**config.mk**
```make
export PLATFORM = sky130hd
export DESIGN_NAME = a2d_spi_resp_flat
export DESIGN_NICKNAME = d
export VERILOG_FILES = /design/src/rtl/a2d_spi_resp_if.sv /design/src/rtl/a2d_spi_resp.sv /design/src/flat_wrapper.sv
export SDC_FILE = /design/constraint.sdc
export NUM_CORES = 1
export LEC_CHECK = 0
export ABC_AREA = 1
export CORE_UTILIZATION = 49
export DETAILED_ROUTE_END_ITERATION = 8
export PLACE_DENSITY = 0.93
export SYNTH_ARGS = -nofsm -noshare
export SYNTH_HDL_FRONTEND = slang
export SYNTH_SLANG_ARGS = --single-unit
```
**constraint.sdc**
```tcl
create_clock -name clk -period 3.9 [get_ports clk]
set_clock_uncertainty 0.05 [all_clocks]
set_input_delay 0.585 -clock clk [delete_from_list [all_inputs] [get_ports clk]]
set_output_delay 0.585 -clock clk [all_outputs]
set_load 0.05 [all_outputs]
```
**src/rtl/a2d_spi_resp_if.sv**
```systemverilog
`default_nettype none
// ============================================================================
// Module      : a2d_spi_resp_if
// Description : Four-wire SPI link between the A2D master and the responder.
// Revision    : 1.0 - initial release
// ============================================================================
interface a2d_spi_resp_if;
    logic SS_n;
    logic SCLK;
    logic MOSI;
    logic MISO;

    modport master (output SS_n, output SCLK, output MOSI, input MISO);
    modport slave  (input SS_n, input SCLK, input MOSI, output MISO);
endinterface
`default_nettype wire

```
**src/rtl/a2d_spi_resp.sv**
```systemverilog
`default_nettype none
// ============================================================================
// Module      : a2d_spi_resp
// Description : 8-channel 12-bit A2D SPI emulator; each frame returns the
//               channel addressed by the previous complete frame.
// Revision    : 1.0 - initial release
// ============================================================================
module a2d_spi_resp #(
    parameter logic [2:0] RST_CHAN = 3'd0,
    parameter int         CH_W     = 12
) (
    input  wire logic              clk,
    input  wire logic              rst_n,
    a2d_spi_resp_if.slave          spi,
    input  wire logic [8*CH_W-1:0] chan_vals,
    output logic [2:0]             ch_sel,
    output logic [15:0]            last_cmd,
    output logic                   cmd_vld,
    output logic                   frame_err
);

    localparam logic [0:0] c_IDLE  = 1'b0;
    localparam logic [0:0] c_SHIFT = 1'b1;

    logic [2:0]      r_ss_sync;
    logic [2:0]      r_sclk_sync;
    logic [1:0]      r_mosi_sync;
    logic [0:0]      r_state;
    logic [15:0]     r_tx_shft;
    logic [15:0]     r_rx_shft;
    logic [4:0]      r_bit_cnt;
    logic [CH_W-1:0] w_chan [8];
    logic            w_ss_fall;
    logic            w_ss_rise;
    logic            w_sclk_rise;
    logic            w_sclk_fall;

    generate
        for (genvar g = 0; g < 8; g++) begin : g_chan
            assign w_chan[g] = chan_vals[g*CH_W +: CH_W];
        end
    endgenerate

    // Bit [1] is the synchronized level, bit [2] the previous one for edges;
    // MOSI taps bit [1] so it lines up with the SCLK edge it belongs to.
    always_ff @(posedge clk or negedge rst_n) begin
        if (!rst_n) begin
            r_ss_sync   <= 3'b111;
            r_sclk_sync <= 3'b111;
            r_mosi_sync <= 2'b00;
        end else begin
            r_ss_sync   <= {r_ss_sync[1:0], spi.SS_n};
            r_sclk_sync <= {r_sclk_sync[1:0], spi.SCLK};
            r_mosi_sync <= {r_mosi_sync[0], spi.MOSI};
        end
    end

    assign w_ss_fall   =  r_ss_sync[2]   & ~r_ss_sync[1];
    assign w_ss_rise   = ~r_ss_sync[2]   &  r_ss_sync[1];
    assign w_sclk_rise = ~r_sclk_sync[2] &  r_sclk_sync[1];
    assign w_sclk_fall =  r_sclk_sync[2] & ~r_sclk_sync[1];

    always_ff @(posedge clk or negedge rst_n) begin
        if (!rst_n) begin
            r_state   <= c_IDLE;
            r_tx_shft <= 16'h0000;
            r_rx_shft <= 16'h0000;
            r_bit_cnt <= 5'd0;
            ch_sel    <= RST_CHAN;
            last_cmd  <= 16'h0000;
            cmd_vld   <= 1'b0;
            frame_err <= 1'b0;
        end else begin
            cmd_vld   <= 1'b0;
            frame_err <= 1'b0;
            case (r_state)
                c_IDLE: begin
                    if (w_ss_fall) begin
                        r_tx_shft <= 16'(w_chan[ch_sel]);
                        r_rx_shft <= 16'h0000;
                        r_bit_cnt <= 5'd0;
                        r_state   <= c_SHIFT;
                    end
                end
                c_SHIFT: begin
                    // Frame end takes priority over any coincident SCLK edge.
                    if (w_ss_rise) begin
                        if (r_bit_cnt == 5'd16) begin
                            last_cmd <= r_rx_shft;
                            ch_sel   <= r_rx_shft[13:11];
                            cmd_vld  <= 1'b1;
                        end else begin
                            frame_err <= 1'b1;
                        end
                        r_state <= c_IDLE;
                    end else begin
                        if (w_sclk_rise) begin
                            r_rx_shft <= {r_rx_shft[14:0], r_mosi_sync[1]};
                            if (r_bit_cnt != 5'd31) begin
                                r_bit_cnt <= r_bit_cnt + 5'd1;
                            end
                        end
                        // The leading fall precedes the first rise; bit 15 must hold.
                        if (w_sclk_fall && (r_bit_cnt != 5'd0)) begin
                            r_tx_shft <= {r_tx_shft[14:0], 1'b0};
                        end
                    end
                end
                default: r_state <= c_IDLE;
            endcase
        end
    end

    assign spi.MISO = (r_state == c_SHIFT) & r_tx_shft[15];

endmodule
`default_nettype wire

```
**src/flat_wrapper.sv**
```systemverilog
// flat-port wrapper written by rule: the top's interface ports become plain ports
module a2d_spi_resp_flat 
#(
    parameter logic [2:0] RST_CHAN = 3'd0,
    parameter int         CH_W     = 12
)
  (clk, rst_n, chan_vals, ch_sel, last_cmd, cmd_vld, frame_err, spi_SS_n, spi_SCLK, spi_MOSI, spi_MISO);
  a2d_spi_resp_if spi_i ();
  input  wire logic clk;
  input  wire logic rst_n;
  input  wire logic [8*CH_W-1:0] chan_vals;
  output logic [2:0] ch_sel;
  output logic [15:0] last_cmd;
  output logic cmd_vld;
  output logic frame_err;
  input wire logic [$bits(spi_i.SS_n)-1:0] spi_SS_n;
  input wire logic [$bits(spi_i.SCLK)-1:0] spi_SCLK;
  input wire logic [$bits(spi_i.MOSI)-1:0] spi_MOSI;
  output wire logic [$bits(spi_i.MISO)-1:0] spi_MISO;
  assign spi_i.SS_n = spi_SS_n;
  assign spi_i.SCLK = spi_SCLK;
  assign spi_i.MOSI = spi_MOSI;
  assign spi_MISO = spi_i.MISO;
  a2d_spi_resp #(.RST_CHAN(RST_CHAN), .CH_W(CH_W)) u_core (.clk(clk), .rst_n(rst_n), .spi(spi_i), .chan_vals(chan_vals), .ch_sel(ch_sel), .last_cmd(last_cmd), .cmd_vld(cmd_vld), .frame_err(frame_err));
endmodule
```
* Word-level counts from Yosys, hierarchy flattened
Index checks and enable logic that the tools add are counted.
** Cells by class
- Bitwise logic cells :: 11
- $add $sub $neg :: 1
- Magnitude comparators :: 1
- Mux-type cells :: 25
- Eq/ne operators :: 7
- Reduce and logical (&&, ||, !) cells :: 6
** Operators with widths (number)
- $mux 16 :: 6
- $pmux 16 s2 :: 2
- $bmux 12 s3 :: 1
- $mux 12 :: 2
- $mux 5 :: 4
- $pmux 5 s2 :: 1
- $reduce_and 3->1 :: 3
- $mux 1 :: 8
- $ne 2x2->1 const B :: 4
- $add 5x1->5 const B :: 1
- $and 1x1->1 :: 5
- $eq 5x5->1 const B :: 1
- $ne 5x5->1 const B :: 1
- $not 1->1 :: 5
- $reduce_bool 5->1 :: 1
- $ge 4x4->1 const B :: 1
- $not 3->4 :: 1
- $reduce_and 4->1 :: 1
- $ne 2x1->1 const B :: 1
- $pmux 1 s2 :: 1
- $logic_and 1x1->1 :: 1
** Storage, ports and cells
- Bits of input ports :: 101
- Register bits after elaboration :: 67
- Output and inout port bits :: 22
- Logic and storage cells :: 62

* Depth between registers and ports, before layout
- Depth after elaboration :: 6
- Depth in mapped cells :: 10
- Mapped depth without buffers :: 9

* Worst setup path after synthesis
Ideal clock, no wire load.
- Kind :: flip-flop to output port
- Start point :: reg u_core.r_state
- End point :: out spi_MISO
- Slack :: 2.076 ns
- Data required time :: 3.265 ns
- Arrival time :: 1.189 ns
- Buffers on the path :: 2
- Cell stages (with the launch flop) :: 5
- Cells stage by stage :: dfrtp_1 > buf_2 > buf_2 > nand2_1 > inv_1
** On the way
- Longest elaborated chain between the ends :: 1
** RTL lines
- start, declared :: RTL line a2d_spi_resp.sv:28 : logic [0:0] r_state;
- start signal, assigned :: RTL line a2d_spi_resp.sv:65 : r_state <= c_IDLE;
- start signal, assigned :: RTL line a2d_spi_resp.sv:82 : r_state <= c_SHIFT;
- start signal, assigned :: RTL line a2d_spi_resp.sv:95 : r_state <= c_IDLE;
- $and 1x1->1 :: RTL line a2d_spi_resp.sv:114 : assign spi.MISO = (r_state == c_SHIFT) & r_tx_shft[15];
- end, declared :: RTL line flat_wrapper.sv:19 : output wire logic [$bits(spi_i.MISO)-1:0] spi_MISO;
No other way between the ends.

==> flow_summary.yaml <==
power_and_ir_drop:
  static-leakage-power_uw: 0.00230
  pwr-share-comb_pct: 20.6
  sequentialPowerShare_pct: 49.4
  power_report.internal_total_uw: 1150
  clock_power_share_pct: 30.0
  post-layout-total-power_uw: 1600
  power_density_mw_per_mm2: 330
  netSwitchingFraction_pct: 28.0
  peakVddDrop_mv: 0.268
  power.net_switching_uw: 447
logic_synthesis:
  yosys_register_bits: 64
  synth.top_cells.by_count: "sky130_fd_sc_hd__nand2_1, sky130_fd_sc_hd__nand3_1, sky130_fd_sc_hd__dfrtp_1, sky130_fd_sc_hd__nor2_1, sky130_fd_sc_hd__buf_2"
  synth.largest_area_cell: "sky130_fd_sc_hd__dfrtp_1"
  netlist_area_mm2: 0.00350
  synth-simple-area-share_pct: 41.1
  synth-main-ff-cell: "sky130_fd_sc_hd__dfrtp_1"
  synth_fa_ha_area_share_pct: 1.07
  synthTopCellsByArea: "sky130_fd_sc_hd__dfrtp_1, sky130_fd_sc_hd__nand2_1, sky130_fd_sc_hd__nand3_1, sky130_fd_sc_hd__dfstp_2, sky130_fd_sc_hd__nor2_1"
  synth_enable_flop_cells: 0
  synth_compound_area_share_pct: 4.82
  synth_most_common_cell: "sky130_fd_sc_hd__nand2_1"
  top_cell_type_s_share_of_synthesized_area_pct: 41.4
  postSynthCellCount: 497
  yosysWarningCount: 0
  ys_async_sr_fraction_pct: 100
  yosys.area_share.xor_xnor_pct: 0.250
  syn_nets: 601
  synth_top_family_by_area: "simple AND/OR/NAND/NOR gates"
  synth_area_per_cell_um2: 7.05
  synth.area.mux_share_pct: 0
  yosysUniqueCellTypes: 22
  synth_seq_area_share_pct: 45.9
setup_path:
  critical-path-max-stage-delay_ns: 0.97
  crit_family: "buffers and inverters"
  worst_ep_arrival_time_ns: 2.27
  timing.critical_path.slowest_stage_cell: "sky130_fd_sc_hd__clkdlybuf4s50_1"
  timing.setup.critical_path_class: "reg2out"
  worst-path-buf-inv: 1
  worstPathRequired_ns: 3.26
  worstReg2RegEnd: "u_core.r_tx_shft[11]$_DFFE_PN0P_"
  worst_setup_path_start_kind: "flop"
  rrSetupSlack_ns: 1.24
  critical_path.reg2reg.startpoint: "u_core.last_cmd[12]$_DFFE_PN0P_"
  crit_path_end_kind: "primary output"
  worstPathCellList: "clkdlybuf4s50_1"
  critPathMaxFanout: 27
  r2r.worst_path.cells: 6
die:
  dieHeight_um: 86.6
  die-width_um: 86.6
  floorplan.rows: 30
  top_level_pins: 123
  start_util_pct: 51.3
  core_region_area_mm2: 0.00683
  die_area_mm2: 0.00749
cts:
  hold_buffer_count_at_cts: 0
  max_h_tree_level: 3
  cts-resized-gates: 0
  cts.root.buffer_cell: "sky130_fd_sc_hd__clkbuf_8"
  count_of_clock_tree_sinks: 64
  insertion_delay_ns: 0.34
  tritoncts.num_buffers: 9
  cts.path.max_buffers: 2
  cts.reportedPaths.clkPinSlew_ns: 0.07
  tritoncts_clock_tree: "yes"
  cts.repair_timing.setup_buffer_count: 0
finish:
  antenna_cells: 0
  fill_cells: 527
  area.growth.synth_to_final_pct: 38.3
  layout.nets: 702
  final_layout_size_suffix_gt1_share_pct: 5.14
  layout.core_utilization_pct: 70.9
place:
  gp_congestion: 0.882
  post_place_worst_slack_ns: 1.28
  io_buffer_count: 122
  hpwlAfterDp_mm: 7.15
route:
  initialDrtViolationCount: 301
  routed_via_density: 5.35
  avgRoutedWirePerCell_um: 14.3
  routed_wirelength_mm: 9.98
  drc_errors: 0
  postRouteAntennaNets: 0
  route.vias.total: 3739
  drt-pass1-iter-count: 5
timing:
  grt_setup_unrepaired: "false"
  final_period_minus_worst_setup_slack_ns: 2.91
  totalNegativeSetupSlack_ns: 0
  fmaxAchievable_ghz: 0.344
  finalMaxSlewViolations: 0
  hold_viol_final: 0
  final_critical_path_setup_slack_ns: 0.992
  post-route-period-util_pct: 74.6
  maxSlewHeadroom_pct: 37.8
  worst_slew_pin_slew_ns: 0.934
  setup-violations-final: 0
global_routing:
  number_of_antenna_violations_at_the_first_check_in_global_routing: 0
  grt_pass1_wl_mm: 16.0
  grt_pass1_vias: 3407
  grt_start_max_net_pins: 50
  grt_overflow_total: 0
  grt_util_all_layers_pct: 27.6
outcome:
  status: "finished, final reports clean"
flow_run:
  maxCapViolCount: 0
hold_path:
  hold_path.class: "in2async"
[per-stage QoR]
stage	instances	hold WS, ns	area [um^2]
floorplan	497	0.239	3500
global placement	683	0.292	4680
detailed placement	683	0.297	4680
CTS	699	0.272	4840
global route	699	0.309	4840
finish	699	0.249	4840
[layer usage]
metal,routed length (um),up-vias,global-route usage [%]
met5,0,-,0
met4,318,0,14.5
met3,825,36,5.52
met2,4710,183,44.5
met1,4120,1732,35.4
li1,-,1788,-
[placed cells by master, fill, tap and decap left out]
cell and count:
sky130_fd_sc_hd__nand2_1 199, sky130_fd_sc_hd__clkdlybuf4s50_1 121, sky130_fd_sc_hd__nand3_1 100, sky130_fd_sc_hd__dfrtp_1 58, sky130_fd_sc_hd__nor2_1 39, sky130_fd_sc_hd__o21ai_0 17
sky130_fd_sc_hd__inv_1 12, sky130_fd_sc_hd__o21ai_1 12, sky130_fd_sc_hd__clkbuf_8 10, sky130_fd_sc_hd__dfstp_2 6, sky130_fd_sc_hd__clkbuf_1 5, sky130_fd_sc_hd__nor2_2 4
sky130_fd_sc_hd__inv_2 3, sky130_fd_sc_hd__a21oi_1 3, sky130_fd_sc_hd__ha_1 3, sky130_fd_sc_hd__buf_4 3, sky130_fd_sc_hd__nand2_2 2, sky130_fd_sc_hd__a21oi_2 1
sky130_fd_sc_hd__xor2_1 1, sky130_fd_sc_hd__nand3b_1 1, sky130_fd_sc_hd__clkinv_1 1, sky130_fd_sc_hd__clkinv_2 1, sky130_fd_sc_hd__buf_2 1
[flip-flops by register name (all words and copies together) (netlist names)]
signal / count
u_core.last_cmd: 16
u_core.r_rx_shft: 16
u_core.r_tx_shft: 16
u_core.r_bit_cnt: 5
u_core.r_sclk_sync: 3
u_core.r_ss_sync: 3
u_core.r_mosi_sync: 2
u_core.cmd_vld: 1
u_core.frame_err: 1
u_core.r_state: 1
[power groups by stage]
| stage | clock (uW) | combinational, uW | sequential (uW) |
|---|---|---|---|
| floorplan | 0 | 176 | 788 |
| detailed placement | 0 | 326 | 798 |
| global placement | 0 | 312 | 793 |
| finish | 480 | 329 | 788 |
| global route | 510 | 366 | 795 |
| CTS | 486 | 328 | 786 |
[kinds of logic (layout without fill, tap and decap cells)]
| group | count (synthesis) | count (layout) |
|---|---|---|
| adders and majority gates | 3 | 3 |
| xor gates and xnor gates | 1 | 1 |
| buffers and inverters | 51 | 157 |
| and+or+nand+nor | 345 | 345 |
| AOI/OAI and AO/OA | 33 | 33 |
| DFF | 64 | 64 |
[final cells by class]
class	count	area (um^2)	share of cell area, %
clock inverters	1	5.00	0.103
inverters	16	60.1	1.24
well taps	96	120	2.48
multi-input cells	382	1650	34.2
clock buffers	15	156	3.23
flip-flops and latches	64	1610	33.2
repair buffers	125	1240	25.6
[worst max-delay path by stage]
stage / startpoint / to / slack [ns] / depth (start not counted)
after floorplan: u_core.r_state$_DFF_PN0_ / spi_MISO / 2.08 / 4
after global placement: u_core.last_cmd[12]$_DFFE_PN0P_ / last_cmd[12] / 1.44 / 1
after detailed placement: u_core.last_cmd[12]$_DFFE_PN0P_ / u_core.r_tx_shft[11]$_DFFE_PN0P_ / 1.28 / 6
after CTS: u_core.last_cmd[12]$_DFFE_PN0P_ / ch_sel[1] / 1.00 / 1
after global routing: u_core.last_cmd[12]$_DFFE_PN0P_ / ch_sel[1] / 0.91 / 1
final: u_core.last_cmd[12]$_DFFE_PN0P_ / ch_sel[1] / 0.99 / 1
Note: power is estimated with default switching activity, not from simulation.
